`config.mk`:
```
export PLATFORM = sky130hd
export DESIGN_NAME = bitwise_serial_unit
export DESIGN_NICKNAME = d
export VERILOG_FILES = /design/src/rtl/bsu_pkg.sv /design/src/rtl/bitwise_lane.sv /design/src/rtl/bitwise_serial_unit.sv
export SDC_FILE = /design/constraint.sdc
export NUM_CORES = 1
export LEC_CHECK = 0
export ABC_AREA = 1
export CORE_AREA = 2 2 183 113
export CTS_CLUSTER_SIZE = 24
export DETAILED_ROUTE_END_ITERATION = 10
export DIE_AREA = 0 0 185 115
export PLACE_DENSITY = 0.66
export SLEW_MARGIN = 20
export SYNTH_ARGS = -nofsm -noshare
export SYNTH_HDL_FRONTEND = slang
export SYNTH_SLANG_ARGS = --single-unit
```
`constraint.sdc`:
```
create_clock -name clk -period 3.03 [get_ports clk]
set_input_delay 0.303 -clock clk [delete_from_list [all_inputs] [get_ports clk]]
set_output_delay 0.303 -clock clk [all_outputs]
set_load 0.02 [all_outputs]
```
`src/rtl/bsu_pkg.sv`:
```
// Shared opcodes and FSM state encodings for the bitwise serial unit.
package bsu_pkg;

  localparam int unsigned OP_W = 2;

  localparam logic [OP_W-1:0] OP_AND  = 2'b00;
  localparam logic [OP_W-1:0] OP_OR   = 2'b01;
  localparam logic [OP_W-1:0] OP_XOR  = 2'b10;
  localparam logic [OP_W-1:0] OP_ACCX = 2'b11;

  typedef enum logic [1:0] {
    ST_IDLE = 2'b00,
    ST_RUN  = 2'b01,
    ST_DONE = 2'b10
  } state_e;

endpackage : bsu_pkg

```
`src/rtl/bitwise_lane.sv`:
```
// Combinational LANE-wide logic slice, reused every RUN cycle.
module bitwise_lane
  import bsu_pkg::*;
#(
  parameter int unsigned LANE = 8
) (
  input  logic [LANE-1:0] a,
  input  logic [LANE-1:0] b,
  input  logic [LANE-1:0] acc,
  input  logic [OP_W-1:0] op,
  output logic [LANE-1:0] y
);

  // Select the slice operation; ACCX folds the accumulator copy into a^b.
  always_comb begin
    y = '0;
    case (op)
      OP_AND:  y = a & b;
      OP_OR:   y = a | b;
      OP_XOR:  y = a ^ b;
      OP_ACCX: y = acc ^ a ^ b;
    endcase
  end

endmodule : bitwise_lane

```
`src/rtl/bitwise_serial_unit.sv`:
```
// Multi-cycle bitwise logic unit: AND/OR/XOR/XOR-accumulate, LANE bits per cycle.
module bitwise_serial_unit
  import bsu_pkg::*;
#(
  parameter int unsigned WIDTH = 32,
  parameter int unsigned LANE  = 8
) (
  input  logic             clk,
  input  logic             rst_n,
  input  logic             start,
  input  logic [1:0]       op,
  input  logic [WIDTH-1:0] a,
  input  logic [WIDTH-1:0] b,
  input  logic             acc_clr,
  output logic             busy,
  output logic             done,
  output logic [WIDTH-1:0] result,
  output logic             parity,
  output logic             zero
);

  localparam int unsigned N  = WIDTH / LANE;
  localparam int unsigned CW = $clog2(N) + 1;

  // Reject lane configurations that do not tile the operand width.
  if (LANE < 1 || LANE > WIDTH || (WIDTH % LANE) != 0) begin : g_bad_lane
    $error("bitwise_serial_unit: LANE must divide WIDTH and lie in 1..WIDTH");
  end

  state_e           state_q,  state_d;
  logic [OP_W-1:0]  op_q,     op_d;
  logic [WIDTH-1:0] a_sh_q,   a_sh_d;
  logic [WIDTH-1:0] b_sh_q,   b_sh_d;
  logic [WIDTH-1:0] acc_sh_q, acc_sh_d;
  logic [WIDTH-1:0] work_q,   work_d;
  logic [WIDTH-1:0] acc_q,    acc_d;
  logic [CW-1:0]    count_q,  count_d;
  logic             busy_q,   busy_d;
  logic             done_q,   done_d;
  logic [WIDTH-1:0] result_q, result_d;
  logic             parity_q, parity_d;
  logic             zero_q,   zero_d;

  logic [LANE-1:0]  lane_y;
  logic [WIDTH-1:0] work_shift;

  bitwise_lane #(.LANE(LANE)) u_lane (
    .a   (a_sh_q[LANE-1:0]),
    .b   (b_sh_q[LANE-1:0]),
    .acc (acc_sh_q[LANE-1:0]),
    .op  (op_q),
    .y   (lane_y)
  );

  // Next-state, datapath and output computation.
  always_comb begin
    state_d  = state_q;
    op_d     = op_q;
    a_sh_d   = a_sh_q;
    b_sh_d   = b_sh_q;
    acc_sh_d = acc_sh_q;
    work_d   = work_q;
    acc_d    = acc_q;
    count_d  = count_q;
    busy_d   = 1'b0;
    done_d   = 1'b0;
    result_d = result_q;
    parity_d = parity_q;
    zero_d   = zero_q;

    // Lane result enters at the MSB so the first lane ends up lowest after N shifts.
    work_shift = (work_q >> LANE) | (WIDTH'(lane_y) << (WIDTH - LANE));

    if (acc_clr && (state_q != ST_RUN)) begin
      acc_d = '0;
    end

    case (state_q)
      ST_IDLE, ST_DONE: begin
        state_d = ST_IDLE;
        if (start) begin
          state_d  = ST_RUN;
          busy_d   = 1'b1;
          op_d     = op;
          a_sh_d   = a;
          b_sh_d   = b;
          count_d  = '0;
          acc_sh_d = '0;
          if (op == OP_ACCX) begin
            acc_sh_d = acc_clr ? '0 : acc_q;
          end
        end
      end
      ST_RUN: begin
        busy_d   = 1'b1;
        a_sh_d   = a_sh_q >> LANE;
        b_sh_d   = b_sh_q >> LANE;
        acc_sh_d = acc_sh_q >> LANE;
        work_d   = work_shift;
        count_d  = count_q + CW'(1);
        if (count_q == CW'(N - 1)) begin
          state_d  = ST_DONE;
          busy_d   = 1'b0;
          done_d   = 1'b1;
          count_d  = '0;
          result_d = work_shift;
          parity_d = ^work_shift;
          zero_d   = (work_shift == '0);
          if (op_q == OP_ACCX) begin
            acc_d = work_shift;
          end
        end
      end
      default: state_d = ST_IDLE;
    endcase
  end

  // State and datapath registers.
  always_ff @(posedge clk or negedge rst_n) begin
    if (!rst_n) begin
      state_q  <= ST_IDLE;
      op_q     <= OP_AND;
      a_sh_q   <= '0;
      b_sh_q   <= '0;
      acc_sh_q <= '0;
      work_q   <= '0;
      acc_q    <= '0;
      count_q  <= '0;
      busy_q   <= 1'b0;
      done_q   <= 1'b0;
      result_q <= '0;
      parity_q <= 1'b0;
      zero_q   <= 1'b1;
    end else begin
      state_q  <= state_d;
      op_q     <= op_d;
      a_sh_q   <= a_sh_d;
      b_sh_q   <= b_sh_d;
      acc_sh_q <= acc_sh_d;
      work_q   <= work_d;
      acc_q    <= acc_d;
      count_q  <= count_d;
      busy_q   <= busy_d;
      done_q   <= done_d;
      result_q <= result_d;
      parity_q <= parity_d;
      zero_q   <= zero_d;
    end
  end

  assign busy   = busy_q;
  assign done   = done_q;
  assign result = result_q;
  assign parity = parity_q;
  assign zero   = zero_q;

endmodule : bitwise_serial_unit

```
== Word-level counts from Yosys, hierarchy flattened ==
Cells that the tools add are included.

* Register bits after elaboration: 203
* Input bits: 70

* Add/sub/neg operators: 1
* Eq/ne operators: 10
* Multiplexer cells: 24
* Bitwise operators: 6
* Reductions and logical operators: 10

{| class="wikitable"
|+ Operators by type and width
! operator !! count
|-
| two-way mux 32 bit || 9
|-
| case mux 32 bit (2 select lines) || 3
|-
| zero test 32 bit || 1
|-
| bitwise OR 24 x 32 -> 32 bit || 1
|-
| case mux 8 bit (4 select lines) || 1
|-
| XOR reduction 32 bit || 1
|-
| bitwise XOR 8 bit || 3
|-
| bitwise AND 8 bit || 1
|-
| == test 2 bit, second input constant || 4
|-
| bitwise OR 8 bit || 1
|-
| two-way mux 3 bit || 2
|-
| case mux 3 bit (2 select lines) || 1
|-
| AND reduction 2 bit || 3
|-
| two-way mux 1 bit || 5
|-
| == test 2 x 1 -> 1 bit, second input constant || 2
|-
| zero test 2 bit || 2
|-
| inequality test 2 bit, second input constant || 2
|-
| case mux 2 bit (2 select lines) || 1
|-
| adder 3 x 1 -> 3 bit, second input constant || 1
|-
| == test 3 x 2 -> 1 bit, second input constant || 1
|-
| two-way mux 2 bit || 1
|-
| inequality test 2 x 1 -> 1 bit, second input constant || 1
|-
| case mux 1 bit (2 select lines) || 1
|-
| nonzero test 2 bit || 1
|-
| other kinds (2) || 2
|}

== Longest topological paths before layout ==
Gate-level depths: netlist of run 1.

* Word-level depth: 7
* Gate-level depth with buffers: 20

== Modules after synthesis ==
Synthesis of run 1 repeated with hierarchy kept, for this count alone.

* Cell total of the unflattened synthesis: 1037
* Area, all modules: 8874.8 sq um

{| class="wikitable"
|+ Modules (own cells, without submodules)
! module !! instances !! cells each !! area each (sq um) !! sequential area each (sq um)
|-
| bitwise_serial_unit || 1 || 907 || 8318.0 || 4880.9
|-
| bitwise_lane || 1 || 130 || 556.8 || 0.0
|}

== Least setup slack after synthesis of run 1 ==
Ideal clock, no wire load.

* Path kind: register to register
* Start point: register op_q[0]
* End point: register parity_q (netlist: parity)
* Library setup time: 0.118 ns
* Arrival time: 1.908 ns
* Setup slack: 1.004 ns
* Stages on the path, launching flop included: 17
* Buffers on the path: 0
* Path through: dfrtp_1 nand2_4 inv_2 nand2_1 xnor2_1 o21ai_1 ha_1 inv_1 nand2_1 nand2_1 nand2_1 nand2_1 nand2_1 nand2_1 nand2_1 nand3_1 nand2_1

* Word-level cells in the longest chain between the ends: 4
* Elaborated cells between the ends (all ways): 7
* Those cells by class: eq/ne: 3; mux: 1; bitwise: 1; reduce/logical: 2

{| class="wikitable"
|+ RTL lines
! item !! RTL line !! RTL
|-
| from (decl) || bitwise_serial_unit.sv:31 || <nowiki>logic [OP_W-1:0] op_q, op_d;</nowiki>
|-
| from (signal assigned) || bitwise_serial_unit.sv:136 || <nowiki>op_q <= op_d;</nowiki>
|-
| == test 2 bit (tied with other cells) || bitwise_lane.sv:17 || <nowiki>case (op)</nowiki>
|-
| case mux 8 bit (4 select lines) (*) || bitwise_lane.sv:17 ||
|-
| bitwise OR 24 x 32 -> 32 bit (*) || bitwise_serial_unit.sv:72 || <nowiki>work_shift = (work_q >> LANE) | (WIDTH'(lane_y) << (WIDTH - LANE));</nowiki>
|-
| XOR reduction 32 bit (*) || bitwise_serial_unit.sv:107 || <nowiki>parity_d = ^work_shift;</nowiki>
|-
| to (signal assigned) || bitwise_serial_unit.sv:146 || <nowiki>parity_q <= parity_d;</nowiki>
|-
| to (decl) || bitwise_serial_unit.sv:41 || <nowiki>logic parity_q, parity_d;</nowiki>
|}

Mark *: on every way between the ends. The rest lies on a longest branch, timed or not.
A chain may end at the register's enable or synchronous reset.

== Worst setup path in the final report of run 1 ==
Same ends and word-level chain as after synthesis.

==> results.json, run 1 <==
{
  "status": "complete, no violations",
  "syn2layout_area_growth_pct": 22.5,
  "vdd_drop_max_uv": 629,
  "nFillCells": 1820,
  "track_usage": 0.230,
  "pin_count": 106,
  "hold_ws_ns": 0.431,
  "hp-class": "input pin to register",
  "synth_area_leader_cell": "dfrtp_1",
  "power_mw": 11.6,
  "htreeDepth": 4,
  "dp_hpwl_mm": 15.7,
  "busiest_layer": "met1",
  "hp-start": "b[19]",
  "hold_end": "b_sh_q[19]",
  "p_leak_nw": 5.01,
  "root_buffer": "clkbuf_16",
  "critPathLaunchType": "register",
  "max_freq_mhz": 405,
  "ys_seq_area_frac": 0.563,
  "ant_nets": 0,
  "use_met3": 0.0500,
  "dpl_cell_area_um2": 9980,
  "use_met1": 0.375,
  "gp_congestion": 0.891,
  "fin_cells": 1355,
  "final_nets": 1157,
  "grt_setup_unrepaired": "false",
  "maxSlewViolCount": 0,
  "firstDrtPassIters": 4,
  "num_rows": 40,
  "finalCritPeriodShare": 0.815,
  "ys.warnings.count": 0,
  "yosysUniqueCellTypes": 33,
  "maxCapViolCount": 0,
  "cts_buffer_depth": 2,
  "grt_max_degree": 84,
  "synth_top_area_frac": 0.560,
  "cp.arrival_ns": 2.79,
  "cts_buffers": 17,
  "antenna_found_initial": 0,
  "ff2ff_setup_slack_ns": 0.56,
  "mappedNetlistArea_um2": 8670,
  "port_buffers": 105,
  "whs_path_depth": 3,
  "post_drt_wl_per_cell_um": 16.8,
  "use_met2": 0.305,
  "avgSynthCellArea_um2": 8.83,
  "worstSetupPathType": "register to register",
  "initial_core_util": 0.442,
  "syn_inst": 982,
  "cts_sinks": 195,
  "grt_pass1_wl_mm": 37.1,
  "drc": 0,
  "grt_pass1_vias": 6708,
  "antenna_cells": 0,
  "cts.clk_slew.worst_paths_ns": 0.07,
  "placedCellCount": 1323,
  "r2r_start": "op_q[0]",
  "worstReg2RegEnd": "parity",
  "overflow": 0,
  "die_x_um": 185,
  "core_um2": 19600,
  "setup_viol": 0,
  "crit_fanout": 9,
  "fin_setup_tns_ns": 0,
  "skew_ns": 0.00787,
  "cp.required_ns": 3.35,
  "worstMarginPinSlew_ns": 1.06,
  "worstSkewPairLatency_ns": 0.43,
  "synthesis.nets": 1069,
  "routed_wl_mm": 22.8,
  "vias": 6988,
  "die_h_um": 115,
  "dieArea_um2": 21300,
  "synthTopCellsByArea": "dfrtp_1 (56%), nand2_1 (14%), inv_1 (4.8%)",
  "period_minus_slack_ns": 2.47,
  "ys_seq_elements": 195,
  "critPathCaptureType": "register",
  "cts_tree": "done",
  "drt_iter0_markers": 642,
  "drive_above_1_share": 0.0564,
  "via_per_inst": 5.16,
  "slew_headroom": 0.294,
  "cts_setup_buffers": 0,
  "rr_worst_depth": 19,
  "p_per_area_nw_per_um2": 1090,
  "hold_viol": 0,
  "fin_area_um2": 10600
}
[cells in the mapped netlist]
master	instances
o21ai_0	48
buf_1	9
clkbuf_1	26
nor2_2	2
buf_6	1
a211oi_1	1
nor2_1	19
inv_2	6
and2_1	1
a22o_1	13
o21ai_2	3
xor2_1	3
nand2_1	322
o32ai_1	7
nor2_8	1
inv_1	110
a21oi_1	1
nand4_1	20
nor4_1	1
buf_4	1
ha_1	17
buf_2	14
nand2_4	1
o21ai_1	35
a32o_1	1
nor2_4	1
dfstp_2	1
nand3_1	68
dfrtp_1	194
xnor2_1	7
o22ai_1	8
o211ai_1	16
o221ai_1	24
[worst max-delay path by stage]
| stage | depth (start not counted) | slack, ns | endpoint | startpoint |
|---|---|---|---|---|
| final | 19 | 0.56 | parity | op_q[0] |
| after global routing | 19 | 0.31 | parity | op_q[0] |
| after CTS | 19 | 0.60 | parity | op_q[0] |
| after detailed placement | 19 | 0.60 | parity | op_q[0] |
| after global placement | 19 | 0.74 | parity | op_q[0] |
| after floorplan | 16 | 1.00 | parity | op_q[0] |
[routing by layer]
layer,wire [um],part of all wire,vias up
met2,8920,0.39,205
met5,0,0,-
met4,213,0.0093,0
li1,-,-,3396
met1,12300,0.54,3366
met3,1420,0.062,21
[per-stage QoR]
| stage | utilization | setup WS [ns] |
|---|---|---|
| 2_1_floorplan | - | 1.00 |
| 3_3_place_gp | 0.508 | 0.736 |
| 3_5_place_dp | 0.508 | 0.600 |
| 4_1_cts | 0.541 | 0.597 |
| 5_1_grt | 0.541 | 0.310 |
| 6_report | 0.541 | 0.562 |
[critical path, cell delays in order, from the launching register on]
cell and delay, ns:
dfrtp_1 0.48, nand2_4 0.17, inv_2 0.16, nand2_1 0.08, xnor2_1 0.15, nand2_1 0.07, nand2_1 0.25, ha_1 0.31
inv_1 0.06, nand2_1 0.04, nand2_1 0.09, inv_1 0.06, nand2_1 0.06, nand2_1 0.05, nand2_1 0.05, nand2_1 0.08
inv_1 0.06, nand2_1 0.05, nand3_1 0.06, nand2_1 0.05
[cell type report]
cell class | count | area, um^2 | share of cell area
clock buffers | 20 | 457 | 0.0430
inverters | 116 | 435 | 0.0410
flip-flops and latches | 195 | 4880 | 0.460
well taps | 273 | 342 | 0.0322
repair buffers | 120 | 1190 | 0.113
multi-input cells | 620 | 3130 | 0.295
clock inverters | 11 | 174 | 0.0164
[cells in the final DEF, fill, tap and decap left out, types with 2 or more instances in the layout]
cell type / synthesis / routed
nand2_1: 322 / 322
o21ai_2: 3 / 3
nand3_1: 68 / 68
o22ai_1: 8 / 8
clkdlybuf4s50_1: 0 / 104
xor2_1: 3 / 3
clkbuf_8: 0 / 3
inv_6: 0 / 2
nand4_1: 20 / 20
o211ai_1: 16 / 16
o221ai_1: 24 / 24
clkinvlp_4: 0 / 2
clkbuf_16: 0 / 17
buf_12: 0 / 2
xnor2_1: 7 / 7
inv_2: 6 / 7
bufinv_16: 0 / 4
clkinv_2: 0 / 2
nor2_1: 19 / 19
o32ai_1: 7 / 7
o21ai_0: 48 / 48
nor2_2: 2 / 2
inv_1: 110 / 109
buf_4: 1 / 12
ha_1: 17 / 17
o21ai_1: 35 / 35
a22o_1: 13 / 13
dfrtp_1: 194 / 194
[sequential cells by signal, summed over array words and instances (netlist names)]
signal,count
result,32
op_q,2
a_sh_q,32
work_q,24
busy,1
state_q,2
b_sh_q,32
zero,1
count_q,3
acc_q,32
parity,1
done,1
acc_sh_q,32
[logic make-up (layout without fill, tap and decap cells)]
group / after synthesis / in the layout / synth area share
AOI/OAI and AO/OA: 157 / 157 / 0.118
xor gates and xnor gates: 10 / 10 / 0.0101
adders and majority gates: 17 / 17 / 0.0245
buffers and inverters: 167 / 267 / 0.0756
DFF: 195 / 195 / 0.563
and+or+nand+nor: 436 / 436 / 0.209
[report_power, final]
group	total, mW	internal (mW)	switching, mW
combinational	5.20	1.81	3.39
sequential	3.94	3.43	0.515
clock	2.42	1.43	0.991
total	11.6	6.67	4.89
[timing repair]
action	in CTS	in global routing
hold buffers	1	0
endpoints found under the hold margin	69	0
resized for setup	0	0
Power figures use the tool's default switching activity.
==> inputs of run 2 (changes only) <==
--- a/config.mk
+++ b/config.mk
@@ -10,7 +10,7 @@
 export CTS_CLUSTER_SIZE = 24
 export DETAILED_ROUTE_END_ITERATION = 10
 export DIE_AREA = 0 0 185 115
-export PLACE_DENSITY = 0.66
+export PLACE_DENSITY = 0.68
 export SLEW_MARGIN = 20
 export SYNTH_ARGS = -nofsm -noshare
 export SYNTH_HDL_FRONTEND = slang
==> constraint.sdc (replaced) <==
create_clock -name clk -period 2.1 [get_ports clk]
set_input_delay 0.21 -clock clk [delete_from_list [all_inputs] [get_ports clk]]
set_output_delay 0.21 -clock clk [all_outputs]
set_load 0.02 [all_outputs]
==> run 2 against run 1 <==
Compared with the run above: global-route usage is 0.66 points lower; non-clock buffer count up 20; power grew 47%; maximum frequency rose by 23%; sequential power rose by 44%; critical path depth fell by 3; cell count up 1.5%; worst setup slack got worse by 0.46 ns; critical endpoint unchanged; largest cell class unchanged; highest routed layer unchanged.
==> results.json, run 2 (same netlist as run 1, synthesis figures left out) <==
{
  "grt_setup_unrepaired": "true",
  "seq_power_share": 0.332,
  "fin_cells": 1375,
  "finalCritPeriodShare": 0.952,
  "overflow": 0,
  "p_clk_frac": 0.187,
  "antenna_found_initial": 0,
  "core_um2": 19600,
  "track_usage": 0.223,
  "maxSlewViolCount": 0,
  "cp.required_ns": 2.43,
  "root_buffer": "clkbuf_16",
  "p_sw_mw": 7.34,
  "drive_above_1_share": 0.0889,
  "crit_fanout": 8,
  "post_drt_wl_per_cell_um": 16.3,
  "drc": 0,
  "skew_ns": 0.0107,
  "status": "complete, no violations",
  "wl_met3_mm": 1.71,
  "firstDrtPassIters": 5,
  "die_x_um": 185,
  "vdd_drop_max_uv": 902,
  "utilization": 0.552,
  "worstMarginPinSlew_ns": 1.04,
  "vias": 7028,
  "num_rows": 40,
  "dp_hpwl_mm": 15.7,
  "htreeDepth": 4,
  "cts.clk_slew.worst_paths_ns": 0.07,
  "maxCapViolCount": 0,
  "max_freq_mhz": 500,
  "route.met2.wl_mm": 8.96,
  "cts_tree": "done",
  "slew_headroom": 0.303,
  "grt_pass1_wl_mm": 36.4,
  "intPower_mw": 9.67,
  "hp-class": "input pin to asynchronous set/reset pin",
  "cts_buffers": 17,
  "syn2layout_area_growth_pct": 24.8,
  "period_minus_slack_ns": 2.00,
  "combPwrFrac": 0.481,
  "r2r_start": "op_q[1]",
  "grt_max_degree": 83,
  "routed_wl_mm": 22.5,
  "grt_pass1_vias": 6707,
  "hold_viol": 0,
  "port_buffers": 105,
  "cts_sinks": 195,
  "antenna_cells": 0,
  "final_cell_mix": "nand2_1 (317), dfrtp_1 (193), clkdlybuf4s50_1 (104), inv_1 (103), nand3_1 (68)",
  "startpoint": "op_q[1]",
  "worstSetupPathType": "register to register",
  "dr.max_layer_used": "met4",
  "placedCellCount": 1338,
  "wl_met1_mm": 11.7,
  "p_leak_nw": 5.09,
  "cp.arrival_ns": 2.33,
  "final_nets": 1177,
  "gp_congestion": 0.833,
  "initial_core_util": 0.442,
  "via_per_inst": 5.11,
  "die_h_um": 115,
  "critPathLaunchType": "register",
  "dieArea_um2": 21300,
  "pin_count": 106,
  "drt_iter0_markers": 642,
  "hold_ws_ns": 0.288,
  "critPathCaptureType": "register",
  "final_common_cell": "nand2_1",
  "ant_nets": 0,
  "cts_buffer_depth": 2,
  "p_per_area_nw_per_um2": 1570,
  "switching_share": 0.432,
  "worstSkewPairLatency_ns": 0.44,
  "setup_viol": 0
}
## run 2: per-layer routing
| layer | GRT usage | up-vias |
|---|---|---|
| met2 | 0.297 | 202 |
| li1 | - | 3425 |
| met1 | 0.361 | 3390 |
| met5 | 0 | - |
| met4 | 0.0418 | 0 |
| met3 | 0.0583 | 11 |
## run 2: area by class of cell
| type | instances | area [um^2] |
|---|---|---|
| clock inverters | 12 | 125 |
| repair buffers | 140 | 1410 |
| fillers | 1773 | 8800 |
| clock buffers | 19 | 433 |
| multi-input cells | 620 | 3190 |
| inverters | 116 | 440 |
| flip-flops and latches | 195 | 4880 |
| well taps | 273 | 342 |
## run 2: power groups by stage
stage / Combinational, mW / Clock [mW] / Sequential [mW]
2_1_floorplan: 4.86 / 0 / 5.87
3_3_place_gp: 7.70 / 0 / 5.68
3_5_place_dp: 7.87 / 0 / 5.68
4_1_cts: 7.91 / 3.22 / 5.64
5_1_grt: 9.21 / 3.37 / 5.79
6_report: 8.18 / 3.18 / 5.66
## run 2: final timing paths
kind,to,slack [ns],cells past startpoint
max,parity,0.10,16
min,b_sh_q[21],0.29,2
max reg2reg,parity,0.10,16
min reg2reg,zero,0.47,2
max in group asynchronous,b_sh_q[19],1.12,3
min in group clk,b_sh_q[18],0.34,3
## run 2: timing repair
| action | CTS | global route |
|---|---|---|
| hold buffers | 1 | 0 |
| endpoints found under the setup margin | 0 | 2 |
| setup buffers | 0 | 5 |
| hold endpoints to repair | 41 | 0 |
| gates resized for setup | 0 | 21 |
## run 2: metrics by stage
step                cell area (um^2)  power (mW)  worst slack, ns  TNS (ns)
floorplan                       8670        10.7           0.0743         0
finish                         10800        17.0            0.100         0
global placement               10200        13.4            0.112         0
CTS                            10700        16.8          0.00197         0
global route                   10800        18.4          -0.0722   -0.0722
detailed placement             10200        13.5          0.00477         0
## run 2: worst max-delay path: stages (launching register included)
cell and delay [ns]:
dfrtp_2 0.42, nand2_4 0.08, inv_6 0.09, nand2_1 0.07, xnor2_1 0.19, o21ai_2 0.09, ha_1 0.35, inv_2 0.07
nand2_1 0.05, nand2_1 0.07, nand2_1 0.05, nand2_1 0.07, nand2_1 0.05, nand2_1 0.08, nand2_1 0.05, nand3_1 0.08
nand2_1 0.04
